==> src/rtl/dcache_pkg.sv <==
// Shared D-cache constants and the flush FSM state encoding, used by the cache and its flush unit.
package dcache_pkg;
  localparam int DC_SETS   = 32;
  localparam int DC_SET_W  = $clog2(DC_SETS);
  localparam int DC_ADDR_W = 64;
  localparam int DC_TAG_W  = DC_ADDR_W - DC_SET_W - 2;

  typedef enum logic [1:0] {
    FL_IDLE,
    FL_SCAN,
    FL_WRITE,
    FL_DONE
  } flush_state_e;
endpackage

==> src/rtl/dcache_flush_walker.sv <==
// Set/way cursor for the flush walk: way 0 then way 1 within a set, then the next set.
module dcache_flush_walker
  import dcache_pkg::*;
#(
  parameter int SETS = DC_SETS
) (
  input  logic                    clk,
  input  logic                    rst,
  input  logic                    start,
  input  logic                    advance,
  output logic [$clog2(SETS)-1:0] set_idx,
  output logic                    way,
  output logic                    last
);
  localparam int SET_W = $clog2(SETS);

  logic [SET_W-1:0] set_q, set_d;
  logic             way_q, way_d;

  always_comb begin
    set_d = set_q;
    way_d = way_q;
    if (start) begin
      set_d = '0;
      way_d = 1'b0;
    end else if (advance) begin
      way_d = ~way_q;
      if (way_q) set_d = set_q + 1'b1;
    end
  end

  always_ff @(posedge clk or posedge rst) begin
    if (rst) begin
      set_q <= '0;
      way_q <= 1'b0;
    end else begin
      set_q <= set_d;
      way_q <= way_d;
    end
  end

  // SETS is a power of two, so the final line is all-ones set with way 1.
  assign last    = (&set_q) & way_q;
  assign set_idx = set_q;
  assign way     = way_q;
endmodule

==> src/rtl/dcache_flush_unit.sv <==
// Write-back drain engine: walks every set/way, writes valid+dirty words to memory, clears dirty bits.
// Optional DCACHE_FLUSH_INV_EN adds inv_clr so the flush also invalidates every valid line.
module dcache_flush_unit
  import dcache_pkg::*;
#(
  parameter int SETS   = DC_SETS,
  parameter int ADDR_W = DC_ADDR_W,
  parameter int DATA_W = 32
) (
  input  logic                                clk,
  input  logic                                rst,
  input  logic                                flush_req,
  output logic                                flush_busy,
  output logic                                flush_done,
  output logic [$clog2(SETS)-1:0]             cache_set,
  output logic                                cache_way,
  input  logic                                line_valid,
  input  logic                                line_dirty,
  input  logic [ADDR_W-$clog2(SETS)-3:0]      line_tag,
  input  logic [DATA_W-1:0]                   line_data,
  output logic                                dirty_clr,
  output logic [$clog2(SETS)-1:0]             clr_set,
  output logic                                clr_way,
`ifdef DCACHE_FLUSH_INV_EN
  output logic                                inv_clr,
`endif
  output logic                                mem_req,
  output logic [ADDR_W-1:0]                   mem_addr,
  output logic [DATA_W-1:0]                   mem_wdata,
  input  logic                                mem_ready
);
  localparam int SET_W = $clog2(SETS);

  flush_state_e      state_q, state_d;
  logic              walk_start, walk_adv, walk_last;
  logic              load_wr;
  logic [ADDR_W-1:0] addr_q;
  logic [DATA_W-1:0] wdata_q;
  logic [SET_W-1:0]  clr_set_q;
  logic              clr_way_q;
  logic              dirty_clr_q, dirty_clr_d;
`ifdef DCACHE_FLUSH_INV_EN
  logic              inv_clr_q, inv_clr_d;
`endif

  dcache_flush_walker #(.SETS(SETS)) u_walker (
    .clk     (clk),
    .rst     (rst),
    .start   (walk_start),
    .advance (walk_adv),
    .set_idx (cache_set),
    .way     (cache_way),
    .last    (walk_last)
  );

  always_comb begin
    state_d     = state_q;
    walk_start  = 1'b0;
    walk_adv    = 1'b0;
    load_wr     = 1'b0;
    dirty_clr_d = 1'b0;
`ifdef DCACHE_FLUSH_INV_EN
    inv_clr_d   = 1'b0;
`endif
    unique case (state_q)
      FL_IDLE: begin
        if (flush_req) begin
          walk_start = 1'b1;
          state_d    = FL_SCAN;
        end
      end
      FL_SCAN: begin
        if (line_valid && line_dirty) begin
          load_wr = 1'b1;
          state_d = FL_WRITE;
        end else begin
`ifdef DCACHE_FLUSH_INV_EN
          inv_clr_d = line_valid;
`endif
          walk_adv = 1'b1;
          if (walk_last) state_d = FL_DONE;
        end
      end
      FL_WRITE: begin
        // The walker still points at the written line, so last is valid here.
        if (mem_ready) begin
          dirty_clr_d = 1'b1;
`ifdef DCACHE_FLUSH_INV_EN
          inv_clr_d   = 1'b1;
`endif
          walk_adv    = 1'b1;
          state_d     = walk_last ? FL_DONE : FL_SCAN;
        end
      end
      FL_DONE: state_d = FL_IDLE;
      default: state_d = FL_IDLE;
    endcase
  end

  always_ff @(posedge clk or posedge rst) begin
    if (rst) begin
      state_q     <= FL_IDLE;
      addr_q      <= '0;
      wdata_q     <= '0;
      clr_set_q   <= '0;
      clr_way_q   <= 1'b0;
      dirty_clr_q <= 1'b0;
    end else begin
      state_q     <= state_d;
      dirty_clr_q <= dirty_clr_d;
      if (load_wr) begin
        addr_q  <= {line_tag, cache_set, 2'b00};
        wdata_q <= line_data;
      end
      // Capture the examined line; the clear pulse always lands one cycle later.
      if (state_q == FL_SCAN) begin
        clr_set_q <= cache_set;
        clr_way_q <= cache_way;
      end
    end
  end

`ifdef DCACHE_FLUSH_INV_EN
  always_ff @(posedge clk or posedge rst) begin
    if (rst) inv_clr_q <= 1'b0;
    else     inv_clr_q <= inv_clr_d;
  end
  assign inv_clr = inv_clr_q;
`endif

  assign flush_busy = (state_q != FL_IDLE);
  assign flush_done = (state_q == FL_DONE);
  assign mem_req    = (state_q == FL_WRITE);
  assign mem_addr   = addr_q;
  assign mem_wdata  = wdata_q;
  assign dirty_clr  = dirty_clr_q;
  assign clr_set    = clr_set_q;
  assign clr_way    = clr_way_q;
endmodule
==> config.mk <==
export PLATFORM = sky130hd
export DESIGN_NAME = dcache_flush_unit
export DESIGN_NICKNAME = d
export VERILOG_FILES = /design/src/rtl/dcache_pkg.sv /design/src/rtl/dcache_flush_walker.sv /design/src/rtl/dcache_flush_unit.sv
export SDC_FILE = /design/constraint.sdc
export NUM_CORES = 1
export LEC_CHECK = 0
export CAP_MARGIN = 10
export CORE_UTILIZATION = 34
export CTS_CLUSTER_SIZE = 16
export DETAILED_ROUTE_END_ITERATION = 12
export GPL_TIMING_DRIVEN = 0
export HOLD_SLACK_MARGIN = 0.02
export PLACE_DENSITY = 0.69
export SYNTH_ARGS = -nofsm -noshare
export SYNTH_HDL_FRONTEND = slang
export SYNTH_SLANG_ARGS = --single-unit
==> constraint.sdc <==
create_clock -name clk -period 4.5 [get_ports clk]
set_input_delay 0.9 -clock clk [delete_from_list [all_inputs] [get_ports clk]]
set_output_delay 0.9 -clock clk [all_outputs]
set_load 0.01 [all_outputs]
==> impl_metrics.yaml <==
routing:
  drc: 0
  vias_per_cell: 4.47
  ant_nets: 0
  wl_per_cell_um: 15.1
  drt_pass1_iterations: 4
  num_vias: 2950
  drt-total-wl_mm: 9.96
  drt_iter0_drc: 70
worst_setup_path:
  cp_max_fo: 5
  start_kind: "flip-flop"
  reg2reg_from: "state_q[1]"
  slowest_delay_ns: 0.54
  critPathTopFamily: "buffers and inverters"
  cp-startpoint: "state_q[0]"
  worstSetupPathDepth: 4
  path_common_cell: "inv_1"
  crit_slowest_cell: "clkdlybuf4s50_1"
  cp.arrival_ns: 1.74
  rrSetupSlack_ns: 2.67
  rr_endpoint: "mem_addr[26]"
  crit_path_end_kind: "output port"
  reg2reg_depth: 7
  cp-endpoint: "flush_busy"
  crit_type: "reg -> out"
  path_buf_inv: 3
  worstPathCellList: "inv_1 > ha_1 > inv_1 > clkdlybuf4s50_1"
  required_ns: 3.60
clock_network:
  clkSinkCount: 109
  cts_tree: "built"
  post_cts_buffers: 0
  clockRootBuffer: "clkbuf_16"
  clk_pin_slew_ns: 0.07
  cts_buffers: 9
  cts_resized: 0
  hold_buffers: 0
  clock_latency_ns: 0.35
  cts.path.max_buffers: 2
  htreeDepth: 3
power:
  power_density_mw_per_mm2: 642
  p_leak_nw: 2.98
  irDropWorstVdd_v: 0.000312
  intPower_mw: 3.15
  clkPwrFrac: 0.185
  p_comb_frac: 0.439
  swShare: 0.290
  p_switching_mw: 1.29
  seq_power_share: 0.375
floorplanning:
  initial_core_util: 0.354
  die_x_um: 115
  io_pins: 207
  dieArea_mm2: 0.0132
  die_h_um: 115
  rows: 40
  coreArea_mm2: 0.0122
sta:
  hold_violations: 0
  fin_crit_sh: 0.587
  drv_slew: 0
  clock-skew-final_ns: 0.00693
  fin_crit_ns: 2.64
  rsz0062_at_grt: "no"
  clock.fmax_mhz: 379
  worstMarginPinSlew_ns: 0.699
  finalSetupViolations: 0
  setup_tns_ns: 0
  slew_headroom: 0.534
  whs_ns: 0.487
placement:
  place_hpwl_mm: 7.45
  portBuffers: 204
  placed_cell_area_mm2: 0.00661
  dp_cells: 647
  gp_routability_congestion: 0.718
yosys:
  syn_area_per_cell_um2: 15.8
  yosys.area.top_type_share: 0.631
  ys_ff_latch: 109
  ys.flop_type: "dfrtp_1"
  syn_inst: 273
  synth_seq_area_share: 0.631
  async_flop_share: 1.00
  synth_warnings: 0
  syn-cell-area_mm2: 0.00432
  yosysTopAreaCell: "dfrtp_1"
  synthDistinctLibCells: 31
  synth-edff-count: 0
  yosys-top-cells-area: "dfrtp_1 63%, mux2_2 13%, mux2_1 12%"
outcome:
  outcome: "finished clean"
global_route:
  grtUsageTotal: 0.153
  antenna_found_initial: 0
  grt_pass1_vias: 3032
  grt_pass1_wl_mm: 15.2
  grt_max_degree: 57
  overflow: 0
final_layout:
  fin_util: 0.566
  layout.cells.non_filler: 660
  drive_gt1_frac: 0.169
  antenna_cells: 0
  area_growth_pct: 59.9
  nets: 592
  finish.instance_area_mm2: 0.00691
job:
  drv_cap: 0
hold_path:
  worstHoldStart: "mem_addr[5]"
  hold_class: "reg -> reg"
==> per-layer routing <==
layer | up-vias | wire length, µm | track usage
met1 | 1441 | 3980 | 0.170
met5 | - | 0 | 0
li1 | 1375 | - | -
met4 | 0 | 172 | 0.0701
met2 | 122 | 4910 | 0.262
met3 | 12 | 899 | 0.0564
==> sequential cells by signal, indices dropped and copies added, names as in the netlist <==
register	flops
dirty_clr	1
state_q	2
mem_wdata	32
mem_addr	62
clr_way	1
u_walker.way	1
clr_set	5
u_walker.set_idx	5
==> cells in the mapped netlist (2+ instances only) <==
cell type  number
dfrtp_1       109
mux2_2         51
mux2_1         48
buf_6           8
ha_1            7
inv_1           6
nand2_1         6
nor2_1          5
buf_2           4
and3_1          3
o21ai_0         3
and2_1          2
buf_4           2
mux2i_1         2
==> worst reg2reg max path: stages (launching register included) <==
cell	delay, ns
dfrtp_1	0.42
inv_1	0.15
ha_1	0.19
buf_6	0.14
nand3_2	0.14
buf_6	0.20
buf_6	0.16
mux2_1	0.32
==> through the flow <==
step | worst slack [ns] | total power, mW
after floorplan | 0.726 | 2.49
after global placement | -0.829 | 3.61
after detailed placement | 2.06 | 3.66
after CTS | 1.83 | 4.51
after global routing | 1.76 | 4.71
final | 1.86 | 4.44
==> power groups by stage <==
stage	Sequential [mW]	Combinational (mW)	Clock (mW)
floorplan	1.88	0.614	0
global placement	1.66	1.94	0
detailed placement	1.69	1.97	0
CTS	1.67	1.98	0.854
global route	1.73	2.10	0.891
finish	1.67	1.95	0.823
==> worst min-delay path by stage <==
stage | to | depth (start not counted)
floorplan | mem_addr[5] | 2
global placement | mem_addr[5] | 2
detailed placement | mem_addr[5] | 2
CTS | mem_addr[5] | 2
global route | mem_addr[48] | 1
finish | mem_addr[5] | 2
==> kinds of logic (layout without fill, tap and decap cells) <==
kind of cell               after synthesis  after routing  synth area share
muxes                                  101            101             0.262
xor gates and xnor gates                 2              2           0.00405
DFF                                    109            109             0.631
adders and majority gates                7              7            0.0203
buffers and inverters                   21            239            0.0350
and+or+nand+nor                         21             21            0.0252
other                                    1              2          0.000867
AOI/OAI and AO/OA                       11             11            0.0214
==> layout make-up <==
class	instances	area [µm²]
buffer	15	129
clock buffer	11	243
clock inverter	2	60.1
fill	1101	5300
inverter	6	25.0
multi-input combinational	144	1450
sequential	109	2730
tap	168	210
timing repair buffer	205	2070
==> placed cells by master (no fill, tap or decap), types with 3 or more instances in the layout <==
cell type        netlist  final
clkdlybuf4s50_1        0    204
dfrtp_1              109    109
mux2_2                51     51
mux2_1                48     48
clkbuf_16              0      9
buf_6                  8      8
ha_1                   7      7
nand2_1                6      6
nor2_1                 5      5
inv_1                  6      5
buf_2                  4      4
o21ai_0                3      3
and3_1                 3      3
(Power assumes the default switching activity.)
